$ cat config.mk
export PLATFORM = sky130hd
export DESIGN_NAME = dma_mem_responder_flat
export DESIGN_NICKNAME = d
export VERILOG_FILES = /design/src/rtl/dma_mem_responder_if.sv /design/src/rtl/dma_mem_responder.sv /design/src/flat_wrapper.sv
export SDC_FILE = /design/constraint.sdc
export NUM_CORES = 1
export LEC_CHECK = 0
export CAP_MARGIN = 20
export CORE_MARGIN = 5
export CORE_UTILIZATION = 41
export CTS_CLUSTER_SIZE = 24
export DETAILED_ROUTE_END_ITERATION = 6
export PLACE_DENSITY_LB_ADDON = 0.25
export SETUP_SLACK_MARGIN = 0.5
export SYNTH_ARGS = -nofsm -noshare
export SYNTH_HDL_FRONTEND = slang
export SYNTH_SLANG_ARGS = --single-unit
$ cat constraint.sdc
create_clock -name clk -period 2.2 [get_ports clk]
set_clock_uncertainty 0.2 [all_clocks]
set_input_delay 0.44 -clock clk [delete_from_list [all_inputs] [get_ports clk]]
set_output_delay 0.44 -clock clk [all_outputs]
set_load 0.02 [all_outputs]
$ cat src/rtl/dma_mem_responder_if.sv
// Disk-side DMA port between the SD/RK8E disk controller (master) and the memory responder (slave).
interface dma_mem_responder_if #(
    parameter int AW = 15
);
    logic          dmaREQ;
    logic          dmaRD;
    logic          dmaWR;
    logic [AW-1:0] dmaADDR;
    logic [11:0]   dmaDOUT;
    logic [11:0]   dmaDIN;
    logic          dmaGNT;

    modport master (
        output dmaREQ, dmaRD, dmaWR, dmaADDR, dmaDOUT,
        input  dmaDIN, dmaGNT
    );

    modport slave (
        input  dmaREQ, dmaRD, dmaWR, dmaADDR, dmaDOUT,
        output dmaDIN, dmaGNT
    );
endinterface

$ cat src/rtl/dma_mem_responder.sv
// Memory-side responder for the disk DMA port: grants the bus, stalls the CPU and runs
// single-word reads/writes. Define DMA_WATCHDOG_EN to add the idle-grant watchdog.
module dma_mem_responder #(
    parameter int TIMEOUT = 4096,
    parameter int AW      = 15
) (
    input  logic               clk,
    input  logic               reset,
    input  logic               clear,
    dma_mem_responder_if.slave dma,
    input  logic               cpu_idle,
    output logic               cpu_hold,
    output logic [AW-1:0]      mem_addr,
    output logic [11:0]        mem_wdata,
    output logic               mem_we,
    output logic               mem_re,
    input  logic [11:0]        mem_rdata,
    output logic [15:0]        dma_words,
    output logic               dma_timeout
);
    typedef enum logic [2:0] {IDLE, WAITCPU, GRANT, RDWAIT, RELEASE} state_t;

    state_t        state;
    state_t        state_nx;
    logic          gnt_q;
    logic          gnt_nx;
    logic          hold_nx;
    logic          we_nx;
    logic          re_nx;
    logic          din_load;
    logic          word_done;
    logic [AW-1:0] addr_nx;
    logic [11:0]   wdata_nx;
    logic [11:0]   din_q;
    logic          strobe_take;
    logic          wd_fire;
    logic          regrant_block;

    assign dma.dmaGNT = gnt_q;
    assign dma.dmaDIN = din_q;

    // The first GRANT cycle still shows dmaGNT=0, so strobes there are not taken.
    assign strobe_take = (state == GRANT) && gnt_q && (dma.dmaRD || dma.dmaWR);

    always_comb begin
        state_nx  = state;
        we_nx     = 1'b0;
        re_nx     = 1'b0;
        din_load  = 1'b0;
        word_done = 1'b0;
        addr_nx   = mem_addr;
        wdata_nx  = mem_wdata;

        case (state)
            IDLE: begin
                if (dma.dmaREQ && !regrant_block) begin
                    state_nx = cpu_idle ? GRANT : WAITCPU;
                end
            end
            WAITCPU: begin
                if (!dma.dmaREQ) begin
                    state_nx = IDLE;
                end else if (cpu_idle) begin
                    state_nx = GRANT;
                end
            end
            GRANT: begin
                if (strobe_take && dma.dmaWR) begin
                    we_nx     = 1'b1;
                    addr_nx   = dma.dmaADDR;
                    wdata_nx  = dma.dmaDOUT;
                    word_done = 1'b1;
                    if (!dma.dmaREQ) begin
                        state_nx = RELEASE;
                    end
                end else if (strobe_take) begin
                    re_nx    = 1'b1;
                    addr_nx  = dma.dmaADDR;
                    state_nx = RDWAIT;
                end else if (!dma.dmaREQ || wd_fire) begin
                    state_nx = RELEASE;
                end
            end
            RDWAIT: begin
                // First RDWAIT cycle carries mem_re; memory data is there on the second.
                if (!mem_re) begin
                    din_load  = 1'b1;
                    word_done = 1'b1;
                    state_nx  = dma.dmaREQ ? GRANT : RELEASE;
                end
            end
            RELEASE: state_nx = IDLE;
            default: state_nx = IDLE;
        endcase

        hold_nx = (state_nx == GRANT) || (state_nx == RDWAIT);
        gnt_nx  = hold_nx && ((state == GRANT) || (state == RDWAIT));
    end

    always_ff @(posedge clk or negedge reset) begin
        if (!reset) begin
            state     <= IDLE;
            gnt_q     <= 1'b0;
            cpu_hold  <= 1'b0;
            mem_we    <= 1'b0;
            mem_re    <= 1'b0;
            mem_addr  <= '0;
            mem_wdata <= 12'd0;
            din_q     <= 12'd0;
            dma_words <= 16'd0;
        end else if (clear) begin
            state     <= IDLE;
            gnt_q     <= 1'b0;
            cpu_hold  <= 1'b0;
            mem_we    <= 1'b0;
            mem_re    <= 1'b0;
            mem_addr  <= '0;
            mem_wdata <= 12'd0;
            din_q     <= 12'd0;
            dma_words <= 16'd0;
        end else begin
            state     <= state_nx;
            gnt_q     <= gnt_nx;
            cpu_hold  <= hold_nx;
            mem_we    <= we_nx;
            mem_re    <= re_nx;
            mem_addr  <= addr_nx;
            mem_wdata <= wdata_nx;
            if (din_load) begin
                din_q <= mem_rdata;
            end
            if (word_done) begin
                dma_words <= dma_words + 16'd1;
            end
        end
    end

`ifdef DMA_WATCHDOG_EN
    localparam logic [12:0] WD_LAST = 13'(TIMEOUT - 1);

    logic [12:0] wd_cnt;
    logic        timeout_q;

    assign wd_fire     = (state == GRANT) && !strobe_take && (wd_cnt == WD_LAST);
    assign dma_timeout = timeout_q;

    // After a timeout the disk must drop dmaREQ before it can be granted again.
    always_ff @(posedge clk or negedge reset) begin
        if (!reset) begin
            wd_cnt        <= 13'd0;
            timeout_q     <= 1'b0;
            regrant_block <= 1'b0;
        end else if (clear) begin
            wd_cnt        <= 13'd0;
            timeout_q     <= 1'b0;
            regrant_block <= 1'b0;
        end else begin
            wd_cnt <= ((state == GRANT) && !strobe_take && !wd_fire) ? wd_cnt + 13'd1 : 13'd0;
            if (wd_fire) begin
                timeout_q     <= 1'b1;
                regrant_block <= 1'b1;
            end else if (!dma.dmaREQ) begin
                regrant_block <= 1'b0;
            end
        end
    end
`else
    logic unused_timeout;

    // Without the watchdog a grant is held for as long as dmaREQ stays high.
    assign unused_timeout = (TIMEOUT != 0);
    assign wd_fire        = 1'b0;
    assign regrant_block  = 1'b0;
    assign dma_timeout    = 1'b0;
`endif

endmodule
$ cat src/flat_wrapper.sv
// flat-port wrapper written by rule: the top's interface ports become plain ports
module dma_mem_responder_flat 
#(
    parameter int TIMEOUT = 4096,
    parameter int AW      = 15
)
  (clk, reset, clear, cpu_idle, cpu_hold, mem_addr, mem_wdata, mem_we, mem_re, mem_rdata, dma_words, dma_timeout, dma_dmaREQ, dma_dmaRD, dma_dmaWR, dma_dmaADDR, dma_dmaDOUT, dma_dmaDIN, dma_dmaGNT);
  dma_mem_responder_if #(.AW(AW)) dma_i ();
  input  logic clk;
  input  logic reset;
  input  logic clear;
  input  logic cpu_idle;
  output logic cpu_hold;
  output logic [AW-1:0] mem_addr;
  output logic [11:0] mem_wdata;
  output logic mem_we;
  output logic mem_re;
  input  logic [11:0] mem_rdata;
  output logic [15:0] dma_words;
  output logic dma_timeout;
  input wire logic [$bits(dma_i.dmaREQ)-1:0] dma_dmaREQ;
  input wire logic [$bits(dma_i.dmaRD)-1:0] dma_dmaRD;
  input wire logic [$bits(dma_i.dmaWR)-1:0] dma_dmaWR;
  input wire logic [$bits(dma_i.dmaADDR)-1:0] dma_dmaADDR;
  input wire logic [$bits(dma_i.dmaDOUT)-1:0] dma_dmaDOUT;
  output wire logic [$bits(dma_i.dmaDIN)-1:0] dma_dmaDIN;
  output wire logic [$bits(dma_i.dmaGNT)-1:0] dma_dmaGNT;
  assign dma_i.dmaREQ = dma_dmaREQ;
  assign dma_i.dmaRD = dma_dmaRD;
  assign dma_i.dmaWR = dma_dmaWR;
  assign dma_i.dmaADDR = dma_dmaADDR;
  assign dma_i.dmaDOUT = dma_dmaDOUT;
  assign dma_dmaDIN = dma_i.dmaDIN;
  assign dma_dmaGNT = dma_i.dmaGNT;
  dma_mem_responder #(.TIMEOUT(TIMEOUT), .AW(AW)) u_core (.clk(clk), .reset(reset), .clear(clear), .dma(dma_i), .cpu_idle(cpu_idle), .cpu_hold(cpu_hold), .mem_addr(mem_addr), .mem_wdata(mem_wdata), .mem_we(mem_we), .mem_re(mem_re), .mem_rdata(mem_rdata), .dma_words(dma_words), .dma_timeout(dma_timeout));
endmodule
# Yosys cells after proc, flatten, opt, wreduce, memory -nomap -nowiden
# Cells that the tools add are included.
# word_totals
regBits	62
input_bits	46
out_inout_bits	60
elab_cells	64
# classes
n_addsub	1
n_eq_ne	5
mux	34
reduce_logical	15
# op_table
operator	count
$mux 12	5
$mux 15	4
$mux 16	2
$mux 3	9
$add 16x1->16 const B	1
$eq 3x2->1 const B	4
$pmux 3 s4	1
$mux 1	11
$reduce_bool 2->1	4
$logic_and 1x1->1	4
$reduce_and 2->1	2
$eq 3x1->1 const B	1
$logic_not 3->1	1
$logic_or 1x1->1	3
$reduce_bool 3->1	1
$mux 2	1
$pmux 1 s2	1

# Depth between registers and ports, before layout
# Gate-level depths: netlist of the first run.
# depth
depth_word	10
mapped_depth	6
ltp_nobuf	5

# Worst setup path after synthesis of the first run
# Ideal clock, no wire load.
# synth_timing
kind	register -> register
from	register u_core.dma_words[0]
to	register u_core.dma_words[14]
setup_ps	78
t_arrival_ps	1695
required_time_ps	1922
setup_slack_ps	227
stages_incl_launch_ff	6
path_buffers	0
period_less_slack_ps	1973
path_cell_list	dfrtp_1 -> ha_1 -> nand4_1 -> or2_2 -> or4_1 -> a21oi_1
# synth_via
elab_chain_cells	3
# synth_rtl
element	line_no	rtl
start: declaration	dma_mem_responder.sv:18	output logic [15:0] dma_words,
start signal: assignment	dma_mem_responder.sv:133	dma_words <= dma_words + 16'd1;
$add 16x1->16	dma_mem_responder.sv:133	
$mux 16	dma_mem_responder.sv:132	if (word_done) begin
$mux 16	dma_mem_responder.sv:111	end else if (clear) begin
# Every way passes these cells. The select of a mux whose other input is x is not followed.
# A chain may end at the register's enable or synchronous reset.

# Worst setup path in the final report of the first run
# layout_timing
from	register u_core.state[2]
to	register u_core.dma_words[9]
# layout_via
elab_chain_cells	7
word_cells_on_any_way	8
cone_classes	2 x eq/ne; 2 x mux; 4 x reduce/logical
# layout_rtl
element	line_no	rtl
start: declaration	dma_mem_responder.sv:23	state_t state;
start signal: assignment	dma_mem_responder.sv:122	state <= state_nx;
$eq 3x2->1	dma_mem_responder.sv:43, dma_mem_responder.sv:54	
$logic_and 1x1->1 (2 in series)	dma_mem_responder.sv:43	assign strobe_take = (state == GRANT) && gnt_q && (dma.dmaRD || dma.dmaWR);
$logic_and 1x1->1	dma_mem_responder.sv:68	if (strobe_take && dma.dmaWR) begin
$mux 1	dma_mem_responder.sv:68	
$pmux 1 s2 *	dma_mem_responder.sv:54	case (state)
$reduce_bool 2->1 (no source line) *	-	
# Mark *: on every way between the ends. The rest lies on a longest branch, timed or not.

==> results_dict.tcl, run 1 <==
set metrics [dict create \
    slowest_delay_ns 0.47 \
    cts_buffers 9 \
    hold_class "input port to async pin" \
    power_density_nw_per_um2 552.0 \
    drtPass1Iterations 4 \
    violations "negative hold slack" \
    synth.avg_cell_area_um2 10.95 \
    clkPwrFrac_pct 40.5 \
    pre_cts_slack_ns -0.1066 \
    die-area_um2 8171 \
    drtAntennaViolNets 0 \
    fin_crit_sh_pct 89.00 \
    ys_seq_area_share_pct 58.55 \
    peakVddDrop_mv 0.4681 \
    max_freq_mhz 510.8 \
    cp-end-kind "flip-flop" \
    grt_pass1_wl_um 12440 \
    instances_no_fill 460 \
    viasPerCell 5.430 \
    dp_hpwl_um 5109 \
    die_h_um 90.40 \
    initial_core_util_pct 41.97 \
    fin_tns_setup_ns 0 \
    slowest_stage "or4_1" \
    grt_start_max_net_pins 35 \
    grt_usage_pct 18.87 \
    fin_crit_ns 1.958 \
    rsz0062_at_grt "true" \
    io_pins 106 \
    cts_max_path_buffers 2 \
    maxCapViolCount 0 \
    syn_nets 289 \
    multi_input_area_um2 1259 \
    layout-drive-gt1-share_pct 39.43 \
    syn_area_um2 2650 \
    netlist.area_leader.share_pct 58.55 \
    relSlewSlack_pct 47.54 \
    antenna_cells 0 \
    path_max_fanout 7 \
    combPwrFrac_pct 11.4 \
    drt_wl_total_um 8294 \
    root_buffer "clkbuf_8" \
    clock-sinks 62 \
    die_width_um 90.40 \
    switching_share_pct 24.37 \
    wire_per_inst_um 18.03 \
    synth_cell_types 37 \
    syn_inst 242 \
    antenna_found_initial 0 \
    fillers 461 \
    worstPathArrival_ns 2.01 \
    p_sw_mw 0.5991 \
    first_iter_violations 81 \
    ys_seq_elements 62 \
    p_seq_share_pct 48.1 \
    yosysWarnings 0 \
    cts_tree "built" \
    routabilityCongestion 0.7796 \
    seq_area_um2 1567 \
    synth.area.top_cells "dfrtp_1 (59%), a22o_1 (7.9%), nand2_1 (5.5%)" \
    r2r_slack_ns 0.24 \
    drc 0 \
    power_leakage_nw 2.014 \
    internal_power_mw 1.859 \
    num_rows 29 \
    num_vias 2498 \
    crit_path_cell_trace "and4bb_4 > a211oi_4 > buf_12 > or4_1 > a21oi_1" \
    slew_viol_final 0 \
    port_buffers 104 \
    htree_levels 3 \
    clk_pin_slew_ns 0.08 \
    dp_cells 419 \
    crit_required_ns 2.25 \
    final_nets 425 \
    core_um2 6314 \
    setup_slack_ns 0.2421 \
    worst_r2r_path_depth 5 \
    start_kind "flip-flop" \
    yosys.area.top_type "dfrtp_1" \
    grt.overflow.total 0 \
    finalSetupViolations 0 \
    worst-setup-path-type "flip-flop to flip-flop" \
    grt_pass1_vias 2484 \
    status "finished with violations" \
    syn_to_final_growth_pct 68.04 \
    holdWs_ns -0.01661 \
    clock_latency_ns 0.34 \
    hold_violations 15 \
    worstMarginPinSlew_ns 0.7869 \
]
## final timing paths
kind | startpoint | endpoint
max in group asynchronous | reset | u_core.mem_we
min in group clk | u_core.mem_wdata[11] | u_core.mem_wdata[11]
setup reg to reg | u_core.state[2] | u_core.dma_words[9]
hold / removal | reset | u_core.mem_addr[4]
setup / recovery | u_core.state[2] | u_core.dma_words[9]
hold reg to reg | u_core.mem_wdata[11] | u_core.mem_wdata[11]
## Yosys cell counts
| cell type | n |
|---|---|
| and4bb_2 | 1 |
| nor2_1 | 3 |
| o31a_1 | 1 |
| or4_1 | 9 |
| and3_1 | 2 |
| and4_1 | 1 |
| o21ai_1 | 4 |
| buf_4 | 1 |
| conb_1 | 1 |
| dfrtp_1 | 62 |
| o31ai_1 | 7 |
| o21ba_2 | 1 |
| buf_2 | 4 |
| nand2_1 | 39 |
| buf_8 | 1 |
| and3b_2 | 3 |
| nand4_1 | 2 |
| o22a_1 | 1 |
| ha_1 | 1 |
| o21a_1 | 3 |
| and4b_2 | 1 |
| a211oi_4 | 1 |
| inv_1 | 2 |
| or3_1 | 4 |
| clkbuf_1 | 9 |
| or2_2 | 1 |
| a211oi_1 | 2 |
| nor4_1 | 1 |
| nand3b_1 | 3 |
| o21ai_0 | 2 |
| and4bb_4 | 1 |
| a21oi_1 | 29 |
| nor3_1 | 3 |
| nand3_1 | 9 |
| and3_2 | 2 |
| a22o_1 | 24 |
| buf_6 | 1 |
## timing repair
action / 4_1_cts / 5_1_grt
setup endpoints to repair: 99 / 107
hold buffers: 0 / 0
buffers inserted: 8 / 12
gates resized for setup: 101 / 124
pin swaps: 5 / 46
gates cloned: 2 / 3
## layout by cell type, fill, tap and decap left out, drive strengths merged, types with 6 or more instances in the layout
cell type / netlist / routed
a21oi: 29 / 29
a22o: 24 / 24
buf: 7 / 45
clkbuf: 9 / 26
clkdlybuf4s15: 0 / 31
clkdlybuf4s50: 0 / 44
dfrtp: 62 / 62
dlygate4sd2: 0 / 7
nand2: 39 / 39
nand3: 9 / 9
o21ai: 6 / 6
o31ai: 7 / 7
or4: 9 / 9
## cell families (layout without fill, tap and decap cells)
family | count (synthesis) | in the layout | synth area share (%)
adder cells (fa/ha/maj) | 1 | 1 | 0.4721
buffers and inverters | 18 | 159 | 3.588
other | 1 | 1 | 0.1415
AND/OR/NAND/NOR | 85 | 85 | 17.52
flip-flops | 62 | 62 | 58.55
AO/OA/AOI/OAI | 75 | 75 | 19.74
## layer usage
metal / up-vias / global-route usage, % / part of all wire [%]
met4: 0 / 8.189 / 1.4
met2: 76 / 30.49 / 53
met5: - / 0 / 0
li1: 1166 / - / -
met3: 12 / 4.250 / 4.1
met1: 1244 / 24.27 / 41
## final cells by class
class	count	area share [%]
clock buffers	12	3.259
clock inverters	4	1.068
inverters	2	0.1686
multi-input cells	162	28.27
flip-flops and latches	62	35.18
well taps	77	2.164
repair buffers	141	29.90
## power groups by stage
stage               sequential [mW]  clock, mW  combinational (mW)
floorplan                      1.22          0              0.0553
global placement               1.20          0               0.230
detailed placement             1.20          0               0.233
CTS                            1.18       1.01               0.241
global route                   1.18       1.07               0.302
finish                         1.18      0.996               0.280
## critical path: cells and delay by family, from the launching register on
kind / cells / cell delay, ns
AO/OA/AOI/OAI: 2 / 0.26
buffers and inverters: 1 / 0.16
flip-flops: 1 / 0.43
AND/OR/NAND/NOR: 2 / 0.83
## flip-flops by register name, indices dropped and copies added, names as in the netlist
register,flops
u_core.dma.dmaGNT,1
u_core.cpu_hold,1
u_core.mem_addr,15
u_core.state,3
u_core.dma_words,16
u_core.dma.dmaDIN,12
u_core.mem_re,1
u_core.mem_we,1
u_core.mem_wdata,12
## per-stage QoR
| stage | area (um^2) | hold slack (ns) | total power, mW | util [%] |
|---|---|---|---|---|
| 6_report | 4453 | -0.01661 | 2.458 | 70.53 |
| 3_3_place_gp | 3847 | 0.2862 | 1.432 | 60.94 |
| 4_1_cts | 4138 | 0.007893 | 2.430 | 65.54 |
| 2_1_floorplan | 2699 | -0.05559 | 1.271 | - |
| 5_1_grt | 4453 | 0.04937 | 2.550 | 70.53 |
| 3_5_place_dp | 3847 | 0.2810 | 1.437 | 60.94 |
No activity file was read; power rests on OpenSTA's default activity.
==> run 2, diff against run 1 <==
Settings changed: RECOVER_POWER set to 100.
==> results_dict.tcl, run 2 (same netlist as run 1, synthesis figures left out) <==
set metrics [dict create \
    placed_area_um2 3847 \
    rsz0062_at_grt "true" \
    multi_input_area_um2 1192 \
    startpoint "u_core.dma_words[0]" \
    largest_reg_flops 16 \
    grt_pass1_wl_um 12440 \
    finalSetupViolations 0 \
    drc 0 \
    cts_tree "built" \
    cts_hold_buf 0 \
    dp_cells 419 \
    power_density_nw_per_um2 563.5 \
    crit_required_ns 2.27 \
    fin_crit_ns 2.033 \
    num_vias 2507 \
    worstPathArrival_ns 2.11 \
    drtAntennaViolNets 0 \
    cts_max_path_buffers 2 \
    worst-setup-path-type "flip-flop to flip-flop" \
    clock_latency_ns 0.34 \
    grt_start_max_net_pins 35 \
    routabilityCongestion 0.7796 \
    p_total_mw 2.438 \
    holdWs_ns -0.003326 \
    antenna_found_initial 0 \
    grt_pass1_vias 2484 \
    die_h_um 90.40 \
    cp-end-kind "flip-flop" \
    wire_per_inst_um 18.03 \
    path_max_fanout 5 \
    max_freq_mhz 491.9 \
    first_iter_violations 93 \
    seq_area_um2 1560 \
    hold_class "input port to async pin" \
    clk_pin_slew_ns 0.08 \
    die_width_um 90.40 \
    worstMarginPinSlew_ns 0.8383 \
    root_buffer "clkbuf_8" \
    grt_usage_pct 18.87 \
    maxCapViolCount 0 \
    syn_to_final_growth_pct 63.22 \
    layout_common_cells "dfrtp_1 (55), clkdlybuf4s50_1 (43), clkdlybuf4s25_1 (31), nand2_1 (26), a22o_1 (24)" \
    hold_violations 4 \
    reg2reg_from "u_core.dma_words[0]" \
    clock-sinks 62 \
    drt_wl_total_um 8295 \
    relSlewSlack_pct 44.11 \
    slew_viol_final 0 \
    status "finished with violations" \
    reg_top3 "u_core.dma_words (16), u_core.mem_addr (15)" \
    initial_core_util_pct 41.97 \
    start_kind "flip-flop" \
    fin_crit_sh_pct 92.40 \
    drtPass1Iterations 5 \
    final_util_pct 68.51 \
    core_um2 6314 \
    num_rows 29 \
    layout_commonest_cell "dfrtp_1" \
    layout-drive-gt1-share_pct 28.20 \
    grt.overflow.total 0 \
    instances_no_fill 460 \
    final_nets 425 \
    io_pins 106 \
    viasPerCell 5.450 \
    htree_levels 3 \
    final_area_um2 4325 \
    dp_hpwl_um 5109 \
    port_buffers 104 \
    power_leakage_nw 1.888 \
    top_register "u_core.dma_words" \
    antenna_cells 0 \
    peakVddDrop_mv 0.4657 \
    cts_buffers 9 \
    fillers 497 \
    die-area_um2 8171 \
    violations "negative hold slack" \
]
## run 2: cell count changes in the layout (fill, tap and decap cells not counted), moves of 5 or more
cell	before	now
clkdlybuf4s25_1	0	31
dfrtp_2	12	7
a21oi_2	21	11
clkbuf_2	11	2
clkbuf_1	2	21
clkdlybuf4s15_1	29	0
a21oi_1	7	18
dfrtp_1	50	55
buf_4	25	20
buf_2	9	4
## run 2: power by group
part	internal [mW]	switching [mW]	total, mW
Combinational	0.139	0.126	0.264
Clock	0.551	0.441	0.993
Sequential	1.16	0.0241	1.18
Total	1.85	0.591	2.44
## run 2: critical path: stages (launching register included)
cell     delay [ns]
dfrtp_1        0.47
ha_4           0.20
nand4_1        0.17
or2_4          0.28
or4_4          0.51
a21oi_2        0.14
## run 2: final timing paths
| kind | cells after the start | end | slack (ns) |
|---|---|---|---|
| setup / recovery | 5 | u_core.dma_words[14] | 0.17 |
| hold / removal | 1 | u_core.mem_addr[4] | -0.003 |
| setup reg to reg | 5 | u_core.dma_words[14] | 0.17 |
| hold reg to reg | 1 | u_core.mem_wdata[11] | 0.30 |
| max in group asynchronous | 2 | u_core.mem_re | 0.72 |
| min in group clk | 1 | u_core.mem_wdata[11] | 0.30 |
## run 2: layer usage
layer	track usage (%)	vias to the layer above	routed length (um)
met1	24.27	1243	3365
li1	-	1166	-
met5	0	-	0
met4	8.189	0	112
met3	4.250	12	361
met2	30.49	86	4455
## run 2: through the flow
step | TNS [ns] | setup WS (ns)
floorplan | 0 | 0.4219
global placement | -1.274 | -0.05653
detailed placement | -2.072 | -0.1066
CTS | 0 | 0.2322
global route | 0 | 0.1420
finish | 0 | 0.1672
## run 2: what timing repair did
item                                    CTS  global route
gates cloned                              2             3
pin swaps                                 5            46
gates resized for setup                 101           124
endpoints found under the setup margin   99           107
setup buffers                             8            12
## run 2: final cells by class
class                   instances  share of cell area, %
clock inverters                 4                  1.099
well taps                      77                  2.227
flip-flops and latches         62                  36.07
inverters                       2                 0.1736
repair buffers                141                  29.51
multi-input cells             162                  27.57
clock buffers                  12                  3.356
==> run 3, diff against run 2 <==
Settings changed: MAX_ROUTING_LAYER set to met4.
==> results_dict.tcl, run 3 (same netlist as run 1, synthesis figures left out) <==
set metrics [dict create \
    path_max_fanout 13 \
    reg_top3 "u_core.dma_words (16), u_core.mem_addr (15)" \
    drc 0 \
    core_um2 6314 \
    fin_crit_sh_pct 91.65 \
    grt_pass1_vias 2492 \
    wire_per_inst_um 17.85 \
    pre_cts_slack_ns -0.1066 \
    layout-drive-gt1-share_pct 28.72 \
    slew_viol_final 0 \
    routabilityCongestion 0.7904 \
    max_freq_mhz 496.0 \
    worstPathArrival_ns 2.05 \
    status "finished with violations" \
    die_width_um 90.40 \
    top_register "u_core.dma_words" \
    layout_common_cells "dfrtp_1 (55), clkdlybuf4s50_1 (44), clkdlybuf4s25_1 (28), nand2_1 (26)" \
    clock_latency_ns 0.33 \
    hold_violations 7 \
    drt_wl_total_um 8211 \
    dp_cells 419 \
    grt_start_max_net_pins 35 \
    clock-sinks 62 \
    largest_reg_flops 16 \
    violations "negative hold slack" \
    peakVddDrop_mv 0.4671 \
    syn_to_final_growth_pct 62.61 \
    power_density_nw_per_um2 565.7 \
    dp_hpwl_um 5109 \
    port_buffers 104 \
    start_kind "flip-flop" \
    rsz0062_at_grt "true" \
    worstMarginPinSlew_ns 0.8462 \
    num_vias 2484 \
    htree_levels 3 \
    cts_hold_buf 0 \
    final_nets 425 \
    root_buffer "clkbuf_8" \
    fin_crit_ns 2.016 \
    drtPass1Iterations 4 \
    worst-setup-path-type "flip-flop to flip-flop" \
    hold_class "input port to async pin" \
    die-area_um2 8171 \
    cp-end-kind "flip-flop" \
    relSlewSlack_pct 43.59 \
    die_h_um 90.40 \
    grt_pass1_wl_um 12470 \
    layout_commonest_cell "dfrtp_1" \
    first_iter_violations 99 \
    holdWs_ns -0.005315 \
    antenna_cells 0 \
    instances_no_fill 460 \
    num_rows 29 \
    grt_usage_pct 19.48 \
    io_pins 106 \
    fillers 503 \
    fin_tns_setup_ns 0 \
    viasPerCell 5.400 \
    grt.overflow.total 0 \
    clk_pin_slew_ns 0.07 \
    drtAntennaViolNets 0 \
    setup_slack_ns 0.1838 \
    initial_core_util_pct 41.97 \
    cts_buffers 9 \
    antenna_found_initial 0 \
    power_leakage_nw 1.878 \
    crit_required_ns 2.23 \
    maxCapViolCount 0 \
    cts_max_path_buffers 2 \
    finalSetupViolations 0 \
    cts_tree "built" \
]
-- run 3: changes by cell type in the layout (fill, tap and decap cells not counted), sizes merged --
| cell | delta |
|---|---|
| clkbuf | +4 |
| clkdlybuf4s25 | -3 |
| dlygate4sd2 | -2 |
| buf | +1 |
| clkdlybuf4s50 | +1 |
| dlygate4sd3 | -1 |
-- run 3: per-layer routing --
metal  routed length, um  GRT usage (%)  vias up
li1                    -              -     1172
met1                3368          24.44     1226
met2                4398          30.49       74
met3                 330          5.083       12
met4                 113          7.072        0
met5                   0              -        -
-- run 3: cell type report --
type / instances / area (um^2) / share of cell area (%)
inverters: 2 / 7.507 / 0.1742
multi-input cells: 162 / 1195 / 27.73
clock inverters: 4 / 47.55 / 1.103
clock buffers: 12 / 145.1 / 3.368
flip-flops and latches: 62 / 1560 / 36.21
repair buffers: 141 / 1257 / 29.18
well taps: 77 / 96.34 / 2.236
-- run 3: worst paths after layout --
| path | startpoint | end | slack (ns) | depth (start not counted) |
|---|---|---|---|---|
| min in group clk | u_core.mem_wdata[8] | u_core.mem_wdata[8] | 0.30 | 1 |
| worst min register to register | u_core.mem_wdata[8] | u_core.mem_wdata[8] | 0.30 | 1 |
| worst min-delay path | reset | u_core.mem_addr[4] | -0.005 | 1 |
| max in group asynchronous | reset | u_core.mem_re | 0.71 | 2 |
| worst max register to register | u_core.state[1] | u_core.dma_words[15] | 0.18 | 5 |
| worst max-delay path | u_core.state[1] | u_core.dma_words[15] | 0.18 | 5 |
-- run 3: critical path, stage by stage (launching register included) --
cell and delay (ns):
dfrtp_2 0.44, and4bb_1 0.27, a211oi_4 0.47, clkbuf_16 0.26, nor4_1 0.06, o21ba_2 0.21
-- run 3: report_power, final --
group | internal, mW | switching (mW)
sequential | 1.16 | 0.0236
clock | 0.551 | 0.438
combinational | 0.142 | 0.127
total | 1.85 | 0.588
-- run 3: timing repair --
action	in CTS	in global routing
gates cloned	2	3
endpoints found under the hold margin	0	0
buffers inserted	8	12
resized for setup	101	134
pin swaps	5	48
endpoints found under the setup margin	99	111
-- run 3: per-stage QoR --
step / power [mW] / util, % / area [um^2]
finish: 2.438 / 68.25 / 4309
global route: 2.537 / 68.25 / 4309
CTS: 2.430 / 65.54 / 4138
detailed placement: 1.437 / 60.94 / 3847
global placement: 1.432 / 60.94 / 3847
floorplan: 1.271 / - / 2699
